[src/rtl/freq_meas_pkg.sv]
// Shared types and elaboration helpers for the frequency measurement path.
package freq_meas_pkg;

  typedef enum logic [1:0] {IDLE, LOAD, DIV, DONE} state_t;

  localparam int unsigned DEFAULT_CLK_FREQ_HZ = 200_000_000;

  // The dividend is CLK_FREQ_HZ plus at most half the largest period, and it
  // must fit in the dividend/quotient width.
  function automatic bit widths_ok(input longint unsigned clk_hz,
                                   input int unsigned     period_w,
                                   input int unsigned     div_w);
    return (clk_hz + (64'd1 << (period_w - 1))) < (64'd1 << div_w);
  endfunction

endpackage

[src/rtl/seq_udiv.sv]
// Generic unsigned radix-2 restoring divider: one quotient bit per cycle,
// MSB first. start loads the operands, abort drops an ongoing division, and
// last_step is high during the cycle whose edge produces the final bit.
module seq_udiv #(
  parameter int DIVIDEND_W = 28,
  parameter int DIVISOR_W  = 18
) (
  input  logic                  clk,
  input  logic                  rst,
  input  logic                  start,
  input  logic                  abort,
  input  logic [DIVIDEND_W-1:0] dividend,
  input  logic [DIVISOR_W-1:0]  divisor,
  output logic [DIVIDEND_W-1:0] quotient,
  output logic                  active,
  output logic                  last_step
);

  localparam int CNT_W = $clog2(DIVIDEND_W);

  logic [DIVIDEND_W-1:0] dividend_r;
  logic [DIVISOR_W-1:0]  divisor_r;
  logic [DIVISOR_W-1:0]  rem_r;
  logic [CNT_W-1:0]      bit_cnt;
  logic [DIVISOR_W:0]    trial;
  logic                  take;

  // Shift the next dividend bit into the partial remainder and compare.
  always_comb begin
    trial = {rem_r, dividend_r[bit_cnt]};
    take  = (trial >= {1'b0, divisor_r});
  end

  assign last_step = active && (bit_cnt == '0);

  // Operand load and one restoring step per cycle while active.
  always_ff @(posedge clk or posedge rst) begin
    if (rst) begin
      dividend_r <= '0;
      divisor_r  <= '0;
      rem_r      <= '0;
      bit_cnt    <= '0;
      quotient   <= '0;
      active     <= 1'b0;
    end else if (abort) begin
      active <= 1'b0;
    end else if (start) begin
      // NOTE: sequential state uses <= so every register here sees the
      // pre-edge values of the others, regardless of statement order.
      dividend_r <= dividend;
      divisor_r  <= divisor;
      rem_r      <= '0;
      bit_cnt    <= CNT_W'(DIVIDEND_W - 1);
      quotient   <= '0;
      active     <= 1'b1;
    end else if (active) begin
      // The remainder stays below the divisor, so it fits DIVISOR_W bits.
      rem_r    <= DIVISOR_W'(take ? (trial - {1'b0, divisor_r}) : trial);
      quotient <= {quotient[DIVIDEND_W-2:0], take};
      bit_cnt  <= bit_cnt - 1'b1;
      if (bit_cnt == '0) active <= 1'b0;
    end
  end

endmodule

[src/rtl/period_to_freq.sv]
// Converts a stable period (in clk cycles) into a frequency in Hz using the
// sequential divider. Optional macro FREQ_ROUND_EN: adds period/2 to the
// dividend for round-to-nearest; undefined gives a truncated quotient.
module period_to_freq
  import freq_meas_pkg::*;
#(
  parameter int unsigned CLK_FREQ_HZ  = DEFAULT_CLK_FREQ_HZ,
  parameter int          PERIOD_WIDTH = 18,
  parameter int          DIV_WIDTH    = 28
) (
  input  logic                    clk,
  input  logic                    rst,
  input  logic [PERIOD_WIDTH-1:0] period,
  input  logic                    stable,
  output logic [DIV_WIDTH-1:0]    freq_hz,
  output logic                    freq_valid,
  output logic                    freq_locked,
  output logic                    busy
);

  if (!widths_ok(longint'(CLK_FREQ_HZ), PERIOD_WIDTH, DIV_WIDTH)) begin : g_width_check
    $error("period_to_freq: CLK_FREQ_HZ + 2^(PERIOD_WIDTH-1) must be below 2^DIV_WIDTH");
  end

  localparam logic [DIV_WIDTH-1:0] CLK_DIVIDEND = DIV_WIDTH'(CLK_FREQ_HZ);

  state_t                  state;
  logic [PERIOD_WIDTH-1:0] divisor_r;
  logic [PERIOD_WIDTH-1:0] last_period;
  logic [DIV_WIDTH-1:0]    dividend;
  logic [DIV_WIDTH-1:0]    div_quotient;
  logic                    div_active;
  logic                    div_last;
  logic                    div_start;
  logic                    div_abort;

`ifdef FREQ_ROUND_EN
  assign dividend = CLK_DIVIDEND + DIV_WIDTH'(divisor_r >> 1);
`else
  assign dividend = CLK_DIVIDEND;
`endif

  // Losing stable while loading or dividing throws the division away.
  assign div_start = (state == LOAD) && stable;
  assign div_abort = ((state == LOAD) || (state == DIV)) && !stable;

  seq_udiv #(
    .DIVIDEND_W (DIV_WIDTH),
    .DIVISOR_W  (PERIOD_WIDTH)
  ) u_div (
    .clk       (clk),
    .rst       (rst),
    .start     (div_start),
    .abort     (div_abort),
    .dividend  (dividend),
    .divisor   (divisor_r),
    .quotient  (div_quotient),
    .active    (div_active),
    .last_step (div_last)
  );

  // Control FSM: change detection, abort handling and output registers.
  always_ff @(posedge clk or posedge rst) begin
    if (rst) begin
      state       <= IDLE;
      divisor_r   <= '0;
      last_period <= '0;
      freq_hz     <= '0;
      freq_valid  <= 1'b0;
      freq_locked <= 1'b0;
      busy        <= 1'b0;
    end else begin
      freq_valid <= 1'b0;
      if (!stable) freq_locked <= 1'b0;
      case (state)
        IDLE: begin
          if (stable && (period != '0) && (period != last_period)) begin
            divisor_r   <= period;
            last_period <= period;
            state       <= LOAD;
          end
        end
        LOAD: begin
          if (!stable) begin
            last_period <= '0;
            busy        <= 1'b0;
            state       <= IDLE;
          end else begin
            busy  <= 1'b1;
            state <= DIV;
          end
        end
        DIV: begin
          if (!stable) begin
            last_period <= '0;
            busy        <= 1'b0;
            state       <= IDLE;
          end else if (div_last) begin
            state <= DONE;
          end
        end
        DONE: begin
          freq_hz     <= div_quotient;
          freq_valid  <= 1'b1;
          freq_locked <= stable;
          busy        <= 1'b0;
          state       <= IDLE;
        end
        default: state <= IDLE;
      endcase
    end
  end

  // The divider's own activity flag mirrors busy; it is not needed here.
  logic unused_ok;
  assign unused_ok = div_active;

endmodule
[config.mk]
export PLATFORM = sky130hd
export DESIGN_NAME = period_to_freq
export DESIGN_NICKNAME = d
export VERILOG_FILES = /design/src/rtl/freq_meas_pkg.sv /design/src/rtl/seq_udiv.sv /design/src/rtl/period_to_freq.sv
export SDC_FILE = /design/constraint.sdc
export NUM_CORES = 1
export LEC_CHECK = 0
export BUFFER_PORTS_ARGS = -buffer_cell sky130_fd_sc_hd__buf_2
export CAP_MARGIN = 20
export CELL_PAD_IN_SITES_DETAIL_PLACEMENT = 0
export CELL_PAD_IN_SITES_GLOBAL_PLACEMENT = 1
export CORE_ASPECT_RATIO = 1.4
export CORE_MARGIN = 1.5
export CORE_UTILIZATION = 35
export CTS_CLUSTER_DIAMETER = 50
export DETAILED_ROUTE_END_ITERATION = 12
export GPL_ROUTABILITY_DRIVEN = 0
export GPL_TIMING_DRIVEN = 0
export PLACE_DENSITY = 0.73
export SLEW_MARGIN = 25
export SYNTH_ARGS = -nofsm -noshare
export SYNTH_HDL_FRONTEND = slang
export SYNTH_SLANG_ARGS = --single-unit
[constraint.sdc]
create_clock -name clk -period 12 [get_ports clk]
set_input_delay 2.4 -clock clk [delete_from_list [all_inputs] [get_ports clk]]
set_output_delay 2.4 -clock clk [all_outputs]
set_load 0.005 [all_outputs]
== Yosys cells after proc, flatten, opt, wreduce, memory -nomap -nowiden ==
Index checks and enable logic that the tools add are counted.
Word-level totals
  bits in registers: 140
  bits of input ports: 21
  word-level logic and storage cells: 73
Cells by class
  add/subtract/negate cells: 2
  order comparisons: 2
  eq/ne operators: 9
  mux-type cells: 26
  bitwise gates (word level): 1
  reductions and logical operators: 20
Operators by type and width (count)
  18-bit two-way mux: 5
  28-bit two-way mux: 2
  18-bit one-hot mux with 2 select lines: 1
  19-bit by 18-bit >= comparator with 1-bit output: 1
  18-bit inequality test: 1
  18-bit nonzero test: 1
  18-bit subtractor: 1
  5-bit two-way mux: 2
  2-bit AND reduction: 5
  1-bit two-way mux: 9
  2-bit two-way mux: 4
  2-bit one-hot mux with 4 select lines: 1
  5-bit by 6-bit < comparator with 1-bit output (second input constant): 1
  2-bit inequality test (second input constant): 3
  1-bit binary-select mux with 5-bit select: 1
  1-bit logical AND: 5
  5-bit zero test: 1
  5-bit by 1-bit subtractor with 5-bit output (second input constant): 1
  2-bit equality test (second input constant): 2
  2-bit nonzero test: 2
  3-bit inequality test (second input constant): 1
  1-bit one-hot mux with 3 select lines: 1
  3-bit AND reduction: 1
  3-bit nonzero test: 1
  other kinds (7): 7

== Logic depth before layout (Yosys ltp) ==
  word-level depth: 6
  mapped depth: 15
  gate-level depth less buffers: 14

== Hierarchy ==
A second synthesis with hierarchy kept.
Unflattened totals
  cells, all modules: 799
  area, all modules: 8383.0 µm²
By module, submodules not included
  seq_udiv: instances 1, cells each 562, area each 5218.8 µm²
  period_to_freq: instances 1, cells each 237, area each 3164.3 µm²

== Worst setup path after synthesis ==
No wires, ideal clock.
  path type: input to register
  from: input port period[10]
  to: register last_period[0]
  data arrival time: 4.120 ns
  slack: 7.759 ns
  stages on the path: 9
  path through: or4_1 o41ai_2 a21oi_1 and2_4 buf_6 nor2b_4 buf_6 buf_6 a22o_1
Between the ends
  longest elaborated chain between the ends: 5
  elaborated cells between the ends (all ways): 6
  classes of those cells: 2 x eq/ne; 4 x reduce/logical
RTL lines
  from (decl): RTL line period_to_freq.sv:13  | input logic [PERIOD_WIDTH-1:0] period,
  18-bit nonzero test: RTL line period_to_freq.sv:77  | if (stable && (period != '0) && (period != last_period)) begin
  1-bit logical AND: RTL line period_to_freq.sv:77
  1-bit logical AND (*): RTL line period_to_freq.sv:77
  2-bit inequality test (no line) (*)
  3-bit AND reduction (no line) (*)
  to (signal assigned): RTL line period_to_freq.sv:79  | last_period <= period;
  to (decl): RTL line period_to_freq.sv:29  | logic [PERIOD_WIDTH-1:0] last_period;
Mark *: on every way between the ends. The rest lies on a longest branch, timed or not.
A chain may end at the register's enable or synchronous reset.

== Final worst setup path ==
  from: input port period[10]
  to: register last_period[9]
Same word-level chain as after synthesis.

==> metrics <==
critical path endpoint category=flip-flop; FMAX=between 200 and 250 MHz; clock sinks=140; commonest cells after routing, fill and taps aside=dfrtp_1 (140), nand2_1 (101), a21oi_1 (70); largest net degree at the start of global routing=74; fraction of registers with async set/reset=100%; number of enable flip-flop cells after synthesis=0; # diodes=0; Post-DP HPWL=11200 um; Top FF cell, synth=dfrtp_1; Antenna Nets Post-Route=0; fin nets=776; routed vias=5020; Pwr Density=295 mW/mm2; WS Path Type=input pin to flip-flop; fraction of layout cells with a size suffix above 1=19.9%; Die Area=slightly above 0.02 mm2; Die H=168 um; Net Count, Synth=705; clock root cell=clkbuf_16; Area after DPL=0.00743 mm2; CTS Buffer Depth=2; post-CTS setup buffers=0; Area Overhead vs Synth=17.1%; Clock Pin Slew Worst Setup and Hold Paths=0.06 ns; worst hold path class=flip-flop to flip-flop; Mean Syn Cell Area=10.4 um2; post-route cell area=about 0.008 mm2; Seq. cell area=0.00350 mm2; post-CTS resize count=0; top area cells in the synthesized netlist=dfrtp_1 (51%), mux2_2 (7.9%), nand2_1 (5.5%); synth warn=0; overall routed net length=15600 um; Worst Skew=0.00968 ns; CP Data Arrival Time=between 4 and 5 ns; Crit path required time=12.30 ns; RSZ-0062 raised after global routing=no; multi-input logic area=~0.0031 mm2; Final Cycle Share=34.1%; Die Wd=~120 um; Leakage Power=about 3.7 nW; DR iter-0 viols=309; Max Cap Violations=0; Setup-failing EPs final=0; critical path fanouts, max=10; initial antenna violation count=0; cells after synthesis=658; Max VDD drop=0.125 mV; first-pass GRT wire length=26000 um; flops & latches, synth=140; min Tclk post-route=approximately 4.1 ns; most common cell after layout, fill and taps aside=dfrtp_1; Clock Latency Late Sink=about 0.42 ns; worst slew pin tran=0.603 ns; Via density=5.07; relative slew slack=between 50% and 60%; endpoints failing hold=0; startpoint types=input pin; grt total ovfl=0; CTS HTree Levels=4; CORE AREA=0.0191 mm2; setup_tns=0 ns; Top-Level Pins=52; Port Buf Inserts=51; wire per inst=15.8 um; Synth area leader=dfrtp_1; All-Layer GR Usage=16.2%; area of the mapped netlist=slightly below 0.007 mm2; CTS tree=done; FILL cells=~1900; initial core utilization=~36%; Max Slew Vio Count=0; Synth cell types=53; Rows=60; hold_buf cts=0; DRC Markers=0; CTS buffer count=17; Yosys top cell area share=51.3%; hold_ws=about 0.46 ns; First-pass DRT Iterations=4; vias in the first global route=about 5100; sequential area share after synthesis=51.3%; status=completed
layer usage:
metal	part of all wire (%)	vias to the layer above	wire, um	track usage [%]
li1	-	2455	-	-
met1	42	2469	6640	19.2
met2	53	75	8220	29.0
met5	0	-	0	0
met4	1.9	0	298	4.76
met3	2.9	21	459	3.69
cell type report:
| cell class | count | area share, % |
|---|---|---|
| repair buffers | 52 | 3.53 |
| clock buffers | 17 | 5.31 |
| well taps | 248 | 3.88 |
| flip-flops and latches | 140 | 43.8 |
| clock inverters | 15 | 1.81 |
| multi-input cells | 456 | 38.3 |
| plain buffers | 35 | 2.02 |
| inverters | 27 | 1.36 |
stage by stage:
stage | worst slack [ns] | util [%] | total power, mW | cells
2_1_floorplan | 5.85 | - | 1.58 | 658
3_3_place_gp | 4.00 | 38.6 | 1.85 | 957
3_5_place_dp | 7.48 | 38.8 | 1.86 | 958
4_1_cts | 7.91 | 41.8 | 2.38 | 990
5_1_grt | 7.82 | 41.8 | 2.56 | 990
6_report | 7.91 | 41.8 | 2.36 | 990
Yosys cell counts (2+ instances only):
| cell | instances |
|---|---|
| buf_1 | 4 |
| nand4_1 | 10 |
| and2_1 | 4 |
| nor3_1 | 4 |
| dfrtp_1 | 140 |
| nor4_1 | 6 |
| a21oi_1 | 70 |
| a211o_1 | 3 |
| inv_1 | 27 |
| ha_1 | 25 |
| o31ai_1 | 3 |
| mux2i_1 | 10 |
| nor2_1 | 15 |
| xnor2_1 | 23 |
| o211ai_1 | 6 |
| nor2b_1 | 2 |
| a211oi_1 | 2 |
| mux2_2 | 48 |
| nand2_1 | 101 |
| o21ai_0 | 53 |
| nand2b_1 | 4 |
| buf_2 | 6 |
| clkbuf_1 | 22 |
| buf_6 | 3 |
| a21o_1 | 3 |
| nand3_1 | 6 |
| o311ai_0 | 2 |
| o21a_1 | 2 |
| xor2_1 | 12 |
| a22o_1 | 19 |
critical path, cell delays in order:
cell,delay [ns]
buf_2,0.13
or4_1,0.53
o41ai_2,0.28
a21oi_1,0.14
and2_4,0.20
buf_6,0.14
nor2b_4,0.13
buf_6,0.13
buf_6,0.14
a22o_1,0.18
state kept, by name, summed over array words and instances (netlist names), 2 cells and up:
signal           flops
divisor_r           18
freq_hz             28
last_period         18
state                2
u_div.bit_cnt        5
u_div.divisor_r     18
u_div.quotient      28
u_div.rem_r         18
logic make-up after synthesis:
kind of cell               Yosys count  share of synthesized area [%]
AOI/OAI and AO/OA                  176                           15.5
xor gates and xnor gates            35                           4.49
adders and majority gates           26                           4.87
buffers and inverters               62                           3.85
DFF                                140                           51.3
muxes                               58                           9.38
and+or+nand+nor                    161                           10.6
power breakdown:
| group | total [mW] | switching [mW] | internal [mW] |
|---|---|---|---|
| Sequential | 0.723 | 0.0962 | 0.626 |
| Combinational | 1.13 | 0.666 | 0.465 |
| Clock | 0.511 | 0.235 | 0.275 |
path summary, 6_finish.rpt:
path                                  endpoint  cells after the start  slack, ns                 from
setup reg to reg                u_div.rem_r[3]                     15       8.72     u_div.bit_cnt[3]
hold / removal             u_div.dividend_r[9]                      1       0.46  u_div.dividend_r[9]
hold reg to reg            u_div.dividend_r[9]                      1       0.46  u_div.dividend_r[9]
max in group asynchronous       last_period[9]                      3       9.25                  rst
min in group asynchronous   u_div.quotient[23]                      2       2.04                  rst
setup / recovery                last_period[9]                     10       7.91           period[10]
(Power assumes the default switching activity.)
